## src/rtl/commit_trace_buffer.sv

```systemverilog
// commit_trace_buffer
// Captures up to two retire/exception records per cycle from a dual-issue
// commit stage, stamps them with a free-running cycle counter and queues them
// in a circular FIFO for a trace consumer. Records that do not fit are dropped
// (port 1 first), counted in a saturating counter and flagged sticky.
//
// Ports
//   clk_i, rst_i              clock, asynchronous active-high reset
//   en_i                      capture enable
//   commit_*_i [1:0]          per-port retire payload, port 0 is older
//   rec_valid_o/rec_ready_i   output handshake
//   rec_*_o                   head record (cycle stamp + payload)
//   drop_cnt_o, overflow_o    lost-record count and sticky overflow flag
module commit_trace_buffer #(
  parameter int unsigned DEPTH = 8,
  parameter int unsigned VLEN  = 39,
  parameter int unsigned XLEN  = 64
) (
  input  logic                  clk_i,
  input  logic                  rst_i,
  input  logic                  en_i,
  input  logic [1:0]            commit_valid_i,
  input  logic [1:0][VLEN-1:0]  commit_pc_i,
  input  logic [1:0][31:0]      commit_instr_i,
  input  logic [1:0][4:0]       commit_rd_i,
  input  logic [1:0]            commit_fpr_i,
  input  logic [1:0][XLEN-1:0]  commit_wdata_i,
  input  logic [1:0]            commit_exc_i,
  input  logic [1:0][5:0]       commit_cause_i,
  output logic                  rec_valid_o,
  input  logic                  rec_ready_i,
  output logic [31:0]           rec_cycle_o,
  output logic [VLEN-1:0]       rec_pc_o,
  output logic [31:0]           rec_instr_o,
  output logic [4:0]            rec_rd_o,
  output logic                  rec_fpr_o,
  output logic [XLEN-1:0]       rec_wdata_o,
  output logic                  rec_exc_o,
  output logic [5:0]            rec_cause_o,
  output logic [15:0]           drop_cnt_o,
  output logic                  overflow_o
);

  localparam int unsigned AW = (DEPTH > 1) ? $clog2(DEPTH) : 1;
  localparam int unsigned CW = AW + 1;
  localparam int unsigned RW = 32 + VLEN + 32 + 5 + 1 + XLEN + 1 + 6;

  logic [AW-1:0] r_wptr;
  logic [AW-1:0] r_rptr;
  logic [CW-1:0] r_occ;
  logic [31:0]   r_cycle;
  logic [15:0]   r_drop_cnt;
  logic          r_overflow;
  logic [RW-1:0] r_mem [DEPTH];

  logic [1:0]    w_req;
  logic [1:0]    w_nreq;
  logic [1:0]    w_nacc;
  logic [1:0]    w_ndrop;
  logic [CW-1:0] w_free;
  logic          w_pop;
  logic [AW-1:0] w_wptr1;
  logic [16:0]   w_drop_sum;
  logic [RW-1:0] w_rec [2];
  logic [RW-1:0] w_first_rec;

  // Capacity decision is based on start-of-cycle occupancy only
  always_comb begin
    w_req   = commit_valid_i & {2{en_i}};
    w_nreq  = 2'({1'b0, w_req[0]}) + 2'({1'b0, w_req[1]});
    w_free  = CW'(DEPTH) - r_occ;
    w_nacc  = 2'd0;
    if (w_free >= CW'(2)) begin
      w_nacc = w_nreq;
    end else if (w_free == CW'(1)) begin
      w_nacc = (w_nreq != 2'd0) ? 2'd1 : 2'd0;
    end
    w_ndrop    = w_nreq - w_nacc;
    w_pop      = rec_valid_o & rec_ready_i;
    w_wptr1    = r_wptr + AW'(1);
    w_drop_sum = 17'(r_drop_cnt) + 17'(w_ndrop);
  end

  // Per-port record assembly; exception records keep rd/fpr/wdata as presented
  always_comb begin
    for (int p = 0; p < 2; p++) begin
      w_rec[p] = {r_cycle, commit_pc_i[p], commit_instr_i[p], commit_rd_i[p],
                  commit_fpr_i[p], commit_wdata_i[p], commit_exc_i[p],
                  commit_cause_i[p]};
    end
    // When only one slot is granted, it goes to the oldest requesting port
    w_first_rec = w_req[0] ? w_rec[0] : w_rec[1];
  end

  // Control state
  always_ff @(posedge clk_i or posedge rst_i) begin
    if (rst_i) begin
      r_wptr     <= '0;
      r_rptr     <= '0;
      r_occ      <= '0;
      r_cycle    <= '0;
      r_drop_cnt <= '0;
      r_overflow <= 1'b0;
    end else begin
      r_cycle <= r_cycle + 32'd1;
      r_wptr  <= r_wptr + AW'(w_nacc);
      r_rptr  <= r_rptr + AW'(w_pop);
      r_occ   <= r_occ + CW'(w_nacc) - CW'(w_pop);
      if (w_ndrop != 2'd0) begin
        r_overflow <= 1'b1;
        r_drop_cnt <= w_drop_sum[16] ? 16'hFFFF : w_drop_sum[15:0];
      end
    end
  end

  // Record storage, not reset
  always_ff @(posedge clk_i) begin
    if (!rst_i) begin
      if (w_nacc != 2'd0) r_mem[r_wptr]  <= w_first_rec;
      if (w_nacc == 2'd2) r_mem[w_wptr1] <= w_rec[1];
    end
  end

  assign rec_valid_o = (r_occ != '0);
  assign {rec_cycle_o, rec_pc_o, rec_instr_o, rec_rd_o, rec_fpr_o,
          rec_wdata_o, rec_exc_o, rec_cause_o} = r_mem[r_rptr];
  assign drop_cnt_o  = r_drop_cnt;
  assign overflow_o  = r_overflow;

endmodule

```

## config.mk

```make
export PLATFORM = sky130hd
export DESIGN_NAME = commit_trace_buffer
export DESIGN_NICKNAME = d
export VERILOG_FILES = /design/src/rtl/commit_trace_buffer.sv
export SDC_FILE = /design/constraint.sdc
export NUM_CORES = 2
export LEC_CHECK = 0
export BUFFER_PORTS_ARGS = -buffer_cell sky130_fd_sc_hd__buf_2
export CAP_MARGIN = 5
export CORE_MARGIN = 1
export CORE_UTILIZATION = 40
export CTS_CLUSTER_DIAMETER = 120
export CTS_CLUSTER_SIZE = 25
export DETAILED_ROUTE_END_ITERATION = 10
export GPL_ROUTABILITY_DRIVEN = 1
export PLACE_DENSITY_LB_ADDON = 0.2
export SETUP_SLACK_MARGIN = 0.5
export SYNTH_ARGS = -nofsm -noshare
export SYNTH_HDL_FRONTEND = slang
export SYNTH_SLANG_ARGS = --single-unit
```

## constraint.sdc

```tcl
create_clock -name clk_i -period 40.6 [get_ports clk_i]
set_input_delay 10.15 -clock clk_i [delete_from_list [all_inputs] [get_ports clk_i]]
set_output_delay 10.15 -clock clk_i [all_outputs]
set_load 0.01 [all_outputs]
```

==> flow_metrics.tcl <==
set metrics [dict create \
    status "completed" \
    layout-drive-gt1-share_pct 42.3 \
    drt-pass1-iter-count 5 \
    critPathBufInv 4 \
    ctsLongestPathBuffers 3 \
    viasPerCell 6.01 \
    grt_pass1_wl_mm 306 \
    synth_top_family_by_area "multiplexers" \
    netlist_instances 3951 \
    ys_async_sr_fraction_pct 3.94 \
    post-route-util_pct 44.2 \
    drc 0 \
    slew_violations 0 \
    routed_wirelength_mm 212 \
    placed_cell_area_um2 75500 \
    initial_utilization_pct 40.2 \
    cp_max_fo 45 \
    fin_ws_ps 25180 \
    clk_latency_ps 730 \
    io_buffer_count 499 \
    design.die.area_um2 179000 \
    dp.cells 6555 \
    maxCapViolCount 0 \
    r2r_cells 9 \
    antenna_found_initial 99 \
    finalCritPeriodShare_pct 38.0 \
    startpoint_type "flip-flop" \
    regToRegEndpoint "r_mem[3][164]$_DFFE_PP_" \
    drt_iter0_drc 3397 \
    grt_max_degree 132 \
    fmax_mhz 64.8 \
    p_leak_nw 25.1 \
    ys_warn_count 0 \
    tightestPinTransition_ps 1290 \
    hold_start "overflow_o$_DFFE_PP0P_" \
    mostFrequentLayoutCells "1440 x edfxtp_1, 764 x mux2_2, 593 x o2bb2ai_1" \
    placementRows 154 \
    cts_resized 0 \
    cp_cell_sequence "buf_4 > buf_4 > buf_4 > mux4_2 > mux2_2 > buf_2" \
    holdWs_ps 503 \
    numCtsBuffers 72 \
    crit_required_ps 30450 \
    die_y_um 423 \
    comb_power_share_pct 35.2 \
    setup.worst_path.end "rec_wdata_o[26]" \
    cellPowerDensity_nw_per_um2 55.2 \
    crit_family "buffers and inverters" \
    antenna_left 0 \
    synth_xor_xnor_area_share_pct 0.445 \
    arrival_ps 5270 \
    rr_startpoint "r_occ[0]$_DFF_PP0_" \
    io_pins 500 \
    intPower_mw 2.87 \
    ys_seq_area_share_pct 63.1 \
    dpl.hpwl_mm 114 \
    ys_ff_latch 1499 \
    total_power_mw 4.29 \
    gp_congestion 0.782 \
    p_seq_share_pct 44.5 \
    setup_viol 0 \
    core-area_um2 176000 \
    timing.critical_path.slowest_stage_cell "dfrtp_4" \
    rsz0062_at_grt "no" \
    synth-main-ff-cell "edfxtp_1" \
    clkPwrFrac_pct 20.3 \
    hold_violations 0 \
    crit_path_max_incr_delay_ps 960 \
    synth-edff-count 1440 \
    wl_per_cell_um 31.6 \
    area_growth_pct 9.70 \
    cts_setup_buffers 0 \
    cts_hold_buf 0 \
    synth_area_per_cell_um2 17.9 \
    skew_ps 48.2 \
    synth-compound-area-share_pct 7.76 \
    htree_levels 3 \
    grt_pass1_vias 41900 \
    relSlewSlack_pct 13.9 \
    dpl_worst_slack_ps 25450 \
    finalNonFillerCells 6711 \
    critPathLaunch "r_rptr[0]$_DFF_PP0_" \
    hold_depth 1 \
    final.setup.tns_ps 0 \
    cp_common_cell "buf_4" \
    clk_pin_slew_ps 100 \
    cp.depth 6 \
    cts_root_buf "clkbuf_16" \
    via_count 40300 \
    synth_nets 4275 \
    syn_area_um2 70900 \
    track_usage_pct 23.4 \
    stdcell_area_um2 77800 \
    switching_share_pct 33.0 \
    ff2ff_setup_slack_ps 35460 \
    die_w_um 423 \
    synthMuxAreaShare_pct 24.0 \
    switchingPower_mw 1.42 \
    timing.final.crit_period_ps 15420 \
    synth_fa_ha_area_share_pct 0.420 \
    endpoint_kind "output pin" \
    cts_tree "yes" \
    synth_simple_gate_area_share_pct 1.74 \
    final_common_cell "edfxtp_1" \
    irDropWorstVdd_v 0.0000537 \
    synth.distinct_cells 52 \
    clock_sinks 1499 \
    grt_overflow_total 0 \
    holdCritPathClass "reg2reg" \
    crit_type "reg2out" \
    final_nets 4613 \
]
## flip-flops by register name, indices dropped and copies added (netlist names)
signal,flops
r_cycle,32
drop_cnt_o,16
r_rptr,3
r_occ,4
r_mem,1440
overflow_o,1
r_wptr,3
## synthesized netlist by cell type, types with 13 or more instances
cell type	instances	area share, %
dfrtp_1	59	2.1
buf_6	50	0.79
ha_1	19	0.34
buf_1	35	0.19
mux2_4	13	0.28
o2bb2ai_1	593	7.3
nor2_1	17	0.090
nand2_1	177	0.94
edfxtp_1	1440	61
mux4_2	360	11
inv_1	22	0.12
nand3_1	27	0.19
xnor2_1	24	0.30
mux2_2	764	12
clkbuf_1	101	0.53
buf_2	123	0.87
## how the worst min path moves through the flow
stage                              to
2_1_floorplan     r_rptr[0]$_DFF_PP0_
3_3_place_gp   overflow_o$_DFFE_PP0P_
3_5_place_dp   overflow_o$_DFFE_PP0P_
4_1_cts        overflow_o$_DFFE_PP0P_
5_1_grt        overflow_o$_DFFE_PP0P_
6_report       overflow_o$_DFFE_PP0P_
## cell families after synthesis
| family | after synthesis |
|---|---|
| compound gates | 638 |
| xor+xnor | 36 |
| fa+ha+maj | 22 |
| buf+inv | 339 |
| flops | 1499 |
| mux | 1144 |
| simple gates | 273 |
## cell type report
class	instances	area, um^2
multi-input combinational	2113	24500
sequential	1499	44700
antenna	41	103
fill	15600	98400
clock buffer	103	1930
clock inverter	12	231
inverter	22	83.8
timing repair buffer	581	3210
tap	2340	2930
## layer usage
layer	part of all wire, %	global-route usage [%]	vias up
met2	51	39.7	1248
met5	0.11	0	-
met3	4.4	2.77	307
met4	2.9	8.56	36
met1	42	30.8	21600
li1	-	-	17100
## power groups by stage
stage	Clock (mW)	Sequential (mW)	Combinational, mW
6_report	0.869	1.91	1.51
5_1_grt	0.936	1.92	1.60
4_1_cts	0.894	1.91	1.54
3_5_place_dp	0	1.95	1.54
3_3_place_gp	0	1.94	1.54
2_1_floorplan	0	1.94	1.01
(Power assumes the default switching activity.)
